[src/rtl/fifo_reader.sv]
// fifo_reader: pops a programmed burst of bytes from a synchronous FIFO
// and forwards each one on a valid/ready stream, one byte in flight.
//
// Optional feature macro: FIFO_READER_CHECKSUM_EN
//   defined   -> running 8-bit sum of delivered bytes on checksum
//   undefined -> no accumulator; checksum tied to 0
//
// Ports:
//   clk, rst_n           clock, async active-low reset
//   start, burst_len     burst request (pulse) and byte count
//   fifo_empty/data/r_en FIFO read port
//   m_data/valid/ready   output byte stream
//   busy, done           burst in progress / end-of-burst pulse
//   rd_count, checksum   bytes delivered and their sum
module fifo_reader #(
    parameter int DATA_W = 8,
    parameter int CNT_W  = 8
) (
    input  logic              clk,
    input  logic              rst_n,
    input  logic              start,
    input  logic [CNT_W-1:0]  burst_len,
    input  logic              fifo_empty,
    input  logic [DATA_W-1:0] fifo_data,
    output logic              fifo_r_en,
    output logic [DATA_W-1:0] m_data,
    output logic              m_valid,
    input  logic              m_ready,
    output logic              busy,
    output logic              done,
    output logic [CNT_W-1:0]  rd_count,
    output logic [DATA_W-1:0] checksum
);

    typedef enum logic [1:0] {
        IDLE,
        REQ,
        CAPT,
        HOLD
    } state_t;

    state_t            state_q;
    logic [CNT_W-1:0]  remaining_q;
    logic [CNT_W-1:0]  rd_count_q;
    logic [DATA_W-1:0] m_data_q;
    logic              m_valid_q;
    logic              done_q;

    // Read only from REQ, so a pop can never overlap a held byte.
    assign fifo_r_en = (state_q == REQ) && !fifo_empty;

    assign busy     = (state_q != IDLE);
    assign done     = done_q;
    assign m_data   = m_data_q;
    assign m_valid  = m_valid_q;
    assign rd_count = rd_count_q;

    always_ff @(posedge clk or negedge rst_n) begin
        if (!rst_n) begin
            state_q     <= IDLE;
            remaining_q <= '0;
            rd_count_q  <= '0;
            m_data_q    <= '0;
            m_valid_q   <= 1'b0;
            done_q      <= 1'b0;
        end else begin
            done_q <= 1'b0;
            unique case (state_q)
                IDLE: begin
                    if (start) begin
                        rd_count_q <= '0;
                        if (burst_len != '0) begin
                            remaining_q <= burst_len;
                            state_q     <= REQ;
                        end else begin
                            done_q <= 1'b1;
                        end
                    end
                end
                REQ: begin
                    if (!fifo_empty) begin
                        state_q <= CAPT;
                    end
                end
                CAPT: begin
                    // FIFO presents the popped byte this cycle.
                    m_data_q  <= fifo_data;
                    m_valid_q <= 1'b1;
                    state_q   <= HOLD;
                end
                HOLD: begin
                    if (m_ready) begin
                        m_valid_q   <= 1'b0;
                        rd_count_q  <= rd_count_q + CNT_W'(1);
                        remaining_q <= remaining_q - CNT_W'(1);
                        if (remaining_q == CNT_W'(1)) begin
                            done_q  <= 1'b1;
                            state_q <= IDLE;
                        end else begin
                            state_q <= REQ;
                        end
                    end
                end
                default: state_q <= IDLE;
            endcase
        end
    end

`ifdef FIFO_READER_CHECKSUM_EN
    logic [DATA_W-1:0] checksum_q;

    always_ff @(posedge clk or negedge rst_n) begin
        if (!rst_n) begin
            checksum_q <= '0;
        end else if (state_q == IDLE && start && burst_len != '0) begin
            checksum_q <= '0;
        end else if (state_q == HOLD && m_ready) begin
            checksum_q <= checksum_q + m_data_q;
        end
    end

    assign checksum = checksum_q;
`else
    assign checksum = '0;
`endif

endmodule

[config.mk]
export PLATFORM = sky130hd
export DESIGN_NAME = fifo_reader
export DESIGN_NICKNAME = d
export VERILOG_FILES = /design/src/rtl/fifo_reader.sv
export SDC_FILE = /design/constraint.sdc
export NUM_CORES = 1
export LEC_CHECK = 0
export ABC_AREA = 0
export BUFFER_PORTS_ARGS = -buffer_cell sky130_fd_sc_hd__buf_2
export CORE_ASPECT_RATIO = 1.5
export CORE_MARGIN = 2
export CORE_UTILIZATION = 45
export DETAILED_ROUTE_END_ITERATION = 8
export GPL_TIMING_DRIVEN = 0
export PLACE_DENSITY = 0.73
export REMOVE_ABC_BUFFERS = 1
export SYNTH_ARGS = -nofsm -noshare
export SYNTH_HDL_FRONTEND = slang
export SYNTH_SLANG_ARGS = --single-unit
export TNS_END_PERCENT = 5
[constraint.sdc]
create_clock -name clk -period 1.7 [get_ports clk]
set_input_delay 0.085 -clock clk [delete_from_list [all_inputs] [get_ports clk]]
set_output_delay 0.085 -clock clk [all_outputs]
set_load 0.005 [all_outputs]
* Word-level counts from Yosys, hierarchy flattened
Index checks and enable logic that the tools add are counted.
** Operators by class
- Equal/unequal tests :: 8
- Add/sub/neg operators :: 2
- Multiplexer cells :: 20
- Reductions and logical operators :: 11
** Operators by type and width (number)
- 8-bit two-way mux :: 5
- 8-bit case mux with 2 select lines :: 2
- 8-bit by 1-bit adder with 8-bit output, second input constant :: 1
- 8-bit by 1-bit == test with 1-bit output, second input constant :: 1
- 2-bit two-way mux :: 4
- 2-bit != test, second input constant :: 4
- 2-bit case mux with 4 select lines :: 1
- 4-bit AND reduction :: 2
- 8-bit nonzero test :: 1
- 8-bit by 1-bit subtractor with 8-bit output, second input constant :: 1
- 1-bit two-way mux :: 6
- 2-bit nonzero test :: 3
- 2-bit == test, second input constant :: 2
- 1-bit case mux with 2 select lines :: 2
- 3-bit AND reduction :: 1
- 2-bit by 1-bit == test with 1-bit output, second input constant :: 1
- 2-bit logical NOT :: 1
- 2-bit AND reduction :: 1
- 1-bit logical AND :: 1
- 1-bit logical NOT :: 1
** Word-level totals
- Word-level logic and storage cells :: 47
- Bits in registers :: 28
- Input port bits :: 21
- Output and inout port bits :: 28

* Depth between registers and ports, before layout
- Word-level depth :: 4
- Gate-level depth with buffers :: 7
- Mapped depth without buffers :: 6

* Least setup slack after synthesis
OpenSTA, ideal clock, no wires.
- Kind :: reg2reg
- Start point :: reg state_q[0]
- End point :: reg remaining_q[0]
- Cell stages (with the launch flop) :: 8
- Arrival :: 1755 ps
- Path slack :: -187 ps
- Buffers on the path :: 1
- Library setup time :: 132 ps
- Cell sequence :: dfrtp_1 inv_1 ha_1 and2b_4 or3_4 buf_6 o31ai_1 o31ai_1
** Between the ends
- Cells in the longest elaborated chain, start to end :: 3
** Ends and longest elaborated chain
- start, declared :: RTL line 42 : state_t state_q;
- start signal, assigned :: RTL line 60 : state_q <= IDLE;
- start signal, assigned :: RTL line 74 : state_q <= REQ;
- start signal, assigned :: RTL line 82 : state_q <= CAPT;
- 2-bit == test or 2-bit logical NOT (tied branches) :: RTL line 68 : unique case (state_q)
- 2-bit != test (no line) or 2-bit nonzero test (tied branches)
- 4-bit AND reduction (no line)
- end signal, assigned :: RTL line 73 : remaining_q <= burst_len;
- end signal, assigned :: RTL line 95 : remaining_q <= remaining_q - CNT_W'(1);
- end, declared :: RTL line 43 : logic [CNT_W-1:0] remaining_q;
Parallel ways exist; a longest one is shown, timed or not.
A chain may end at the register's enable or synchronous reset.

* Final worst setup path
- Start point :: reg state_q[1]
- End point :: reg remaining_q[6]
Same word-level chain as after synthesis.

==> flow_summary.ini <==
[die]
pin_count = 49
core-area_mm2 = 0.00365
dieArea_mm2 = 0.00433
initial_core_util_pct = 47.0
die_y_um = 79.6
rows = 27
die_w_um = 54.4

[synthesis]
synth_top_cell_by_area = dfrtp_1
ys_ff_latch = 28
synth_edf_count = 0
yosysWarningCount = 0
syn_inst = 175
ys.flop_type = dfrtp_1
synth_cell_types = 47
syn_avg_cell_area_um2 = 9.80
yosysTopAreaCellShare_pct = 40.8
ys_top_cells_by_area = dfrtp_1 41%, mux2_2 5.9%, ha_1 5.8%
syn_area_mm2 = 0.00172
synth_common_cells = 28 x dfrtp_1, 11 x inv_1, 11 x o21ai_0
ys_seq_area_share_pct = 40.8
yosysMostFrequentCell = dfrtp_1
synthArstFlopShare_pct = 100

[critical_path]
cp_slowest_cell = dfrtp_2
worstPathCellList = ha_4 -> nor2b_4 -> or3_4 -> o31ai_1 -> o21ai_1
r2r_end = remaining_q[6]
r2r_cells = 5
cp-end-kind = flip-flop
critPathRequiredTime_ps = 1860
regToRegSetupSlack_ps = -70
worstPathArrival_ps = 1940
startpoint_type = flip-flop
timing.rr.start = state_q[1]
crit_buf_inv = 0
path_max_fanout = 12
cp_top_family = simple AND/OR/NAND/NOR gates
crit_path_max_incr_delay_ps = 460
crit_type = reg -> reg
crit_start = state_q[1]

[timing]
max-slew-margin-rel_pct = 58.6
setup_viol = 5
skew_ps = 3.69
tightest_slew_ps = 621
drv_slew = 0
tns_ps = -248
fmax_ghz = 0.564
final.period_utilization_pct = 104
fin_crit_ps = 1770
setup_slack_ps = -72.3
final_hold_viol_count = 0
rsz0062_at_grt = yes

[cts]
cts_buffers = 3
htreeDepth = 1
clockBufferDepth = 2
cts_root_buf = clkbuf_8
clk_pin_slew_ps = 100
cts.sinks = 28
cts_tree = built
clkLatencyLatePin_ps = 280

[place]
placed_cell_area_mm2 = 0.00190
port_buffers = 40
gp_congestion = 0.809
hpwl_mm = 2.60
dp.cells = 250

[final_layout]
drive_gt1_share_pct = 38.6
n_antenna_cell = 0
area_growth_pct = 25.5
instances_no_fill = 266
fin_area_mm2 = 0.00215
regArea_um2 = 703
nets = 253
n_fill_cell = 338
multi_input_area_um2 = 991

[detailed_routing]
totalWireLength_mm = 3.93
drt-initial-drc-count = 72
drt-vias-per-instance = 5.60
drcViolationCount = 0
dr.pass1.iters = 4
wl_per_cell_um = 14.8
vias = 1489
postRouteAntennaNets = 0

[status]
status = finished, violations left
failed_checks = negative setup slack

[job]
drv_cap = 0

[hold_path]
hold_path_depth = 2
hold_path_end = m_data[7]
worstHoldStart = fifo_data[7]
min_path_type = in -> reg

[grt]
overflow = 0
grt_usage_pct = 19.8
grt_pass1_wl_mm = 6.42
grt_max_degree = 29
antenna_found_initial = 0
grt_pass1_vias = 1450

[power_and_ir_drop]
p_per_area_mw_per_mm2 = 1780
peakVddDrop_v = 0.000862
leakagePower_nw = 0.971
-- power breakdown --
group / total, mW / leakage (nW) / internal, mW / switching [mW]
clock network: 0.528 / 0.0357 / 0.316 / 0.213
registers: 1.19 / 0.343 / 0.941 / 0.254
logic: 2.11 / 0.593 / 1.05 / 1.06
total: 3.83 / 0.971 / 2.30 / 1.52
-- worst register-to-register path, delay by kind of cell (launching register included) --
family,cells,cell delay [ps]
flops,1,460
fa+ha+maj,1,220
compound gates,2,340
simple gates,2,630
-- sequential cells by signal, indices dropped and copies added (netlist names) --
name         count
m_data           8
rd_count         8
remaining_q      8
state_q          2
done             1
m_valid          1
-- cells in the final DEF (no fill, tap or decap), types with 3 or more instances in the layout --
| cell type | Yosys | layout |
|---|---|---|
| a21oi_1 | 3 | 3 |
| a31oi_1 | 4 | 4 |
| buf_2 | 0 | 40 |
| buf_4 | 9 | 8 |
| clkbuf_8 | 0 | 3 |
| conb_1 | 1 | 8 |
| dfrtp_1 | 28 | 26 |
| ha_1 | 8 | 6 |
| inv_1 | 11 | 9 |
| mux2_2 | 9 | 8 |
| nand2_1 | 10 | 9 |
| nand2b_1 | 4 | 4 |
| nand3_1 | 7 | 7 |
| nor2_1 | 8 | 8 |
| nor2b_1 | 6 | 6 |
| nor3_1 | 6 | 5 |
| o21ai_0 | 11 | 8 |
| o21ai_1 | 2 | 5 |
| o31ai_1 | 6 | 5 |
-- cell families (layout without fill, tap and decap cells) --
logic type,Yosys count,after routing,share of synthesized area [%]
AO/OA/AOI/OAI,45,45,19.5
adder cells (fa/ha/maj),8,8,5.84
buffers and inverters,26,66,8.10
flip-flops,28,28,40.8
multiplexers,10,10,6.49
other,1,8,0.219
AND/OR/NAND/NOR,57,58,19.0
-- metal layers --
layer	wire length [µm]	global-route usage (%)	vias to the layer above
met5	0	0	-
met4	91	8.00	0
met3	176	2.43	8
met2	1970	34.6	47
met1	1690	23.6	711
li1	-	-	723
-- what timing repair did --
item                                    in CTS  in global routing
gates resized for setup                     16                  9
endpoints found under the hold margin       28                  0
pin swaps                                    6                  2
buffers inserted                             9                  1
hold buffers                                 1                  0
cloned                                       1                  0
endpoints found under the setup margin      20                 16
-- metrics by stage --
stage	hold WS, ps	util [%]	setup slack (ps)	power, mW
6_report	32.1	59.0	-72.3	3.83
5_1_grt	38.3	59.0	-126	4.13
4_1_cts	29.5	57.9	-74.6	3.74
3_5_place_dp	131	52.0	-1040	2.89
3_3_place_gp	134	52.0	-1010	2.83
2_1_floorplan	-211	-	-534	2.37
-- worst max-delay path by stage --
| stage | end | slack [ps] | cells after the start |
|---|---|---|---|
| after floorplan | remaining_q[3] | -530 | 5 |
| after global placement | remaining_q[3] | -1010 | 5 |
| after detailed placement | remaining_q[3] | -1040 | 5 |
| after CTS | remaining_q[6] | -70 | 6 |
| after global routing | remaining_q[0] | -130 | 6 |
| final | remaining_q[6] | -70 | 5 |
-- final cells by class --
class / instances / area share, %
tap: 43 / 2.50
inverter: 11 / 1.92
multi-input combinational: 129 / 46.0
clock inverter: 1 / 1.39
clock buffer: 3 / 1.92
timing repair buffer: 51 / 13.6
sequential: 28 / 32.7
No activity file was read; power rests on OpenSTA's default activity.
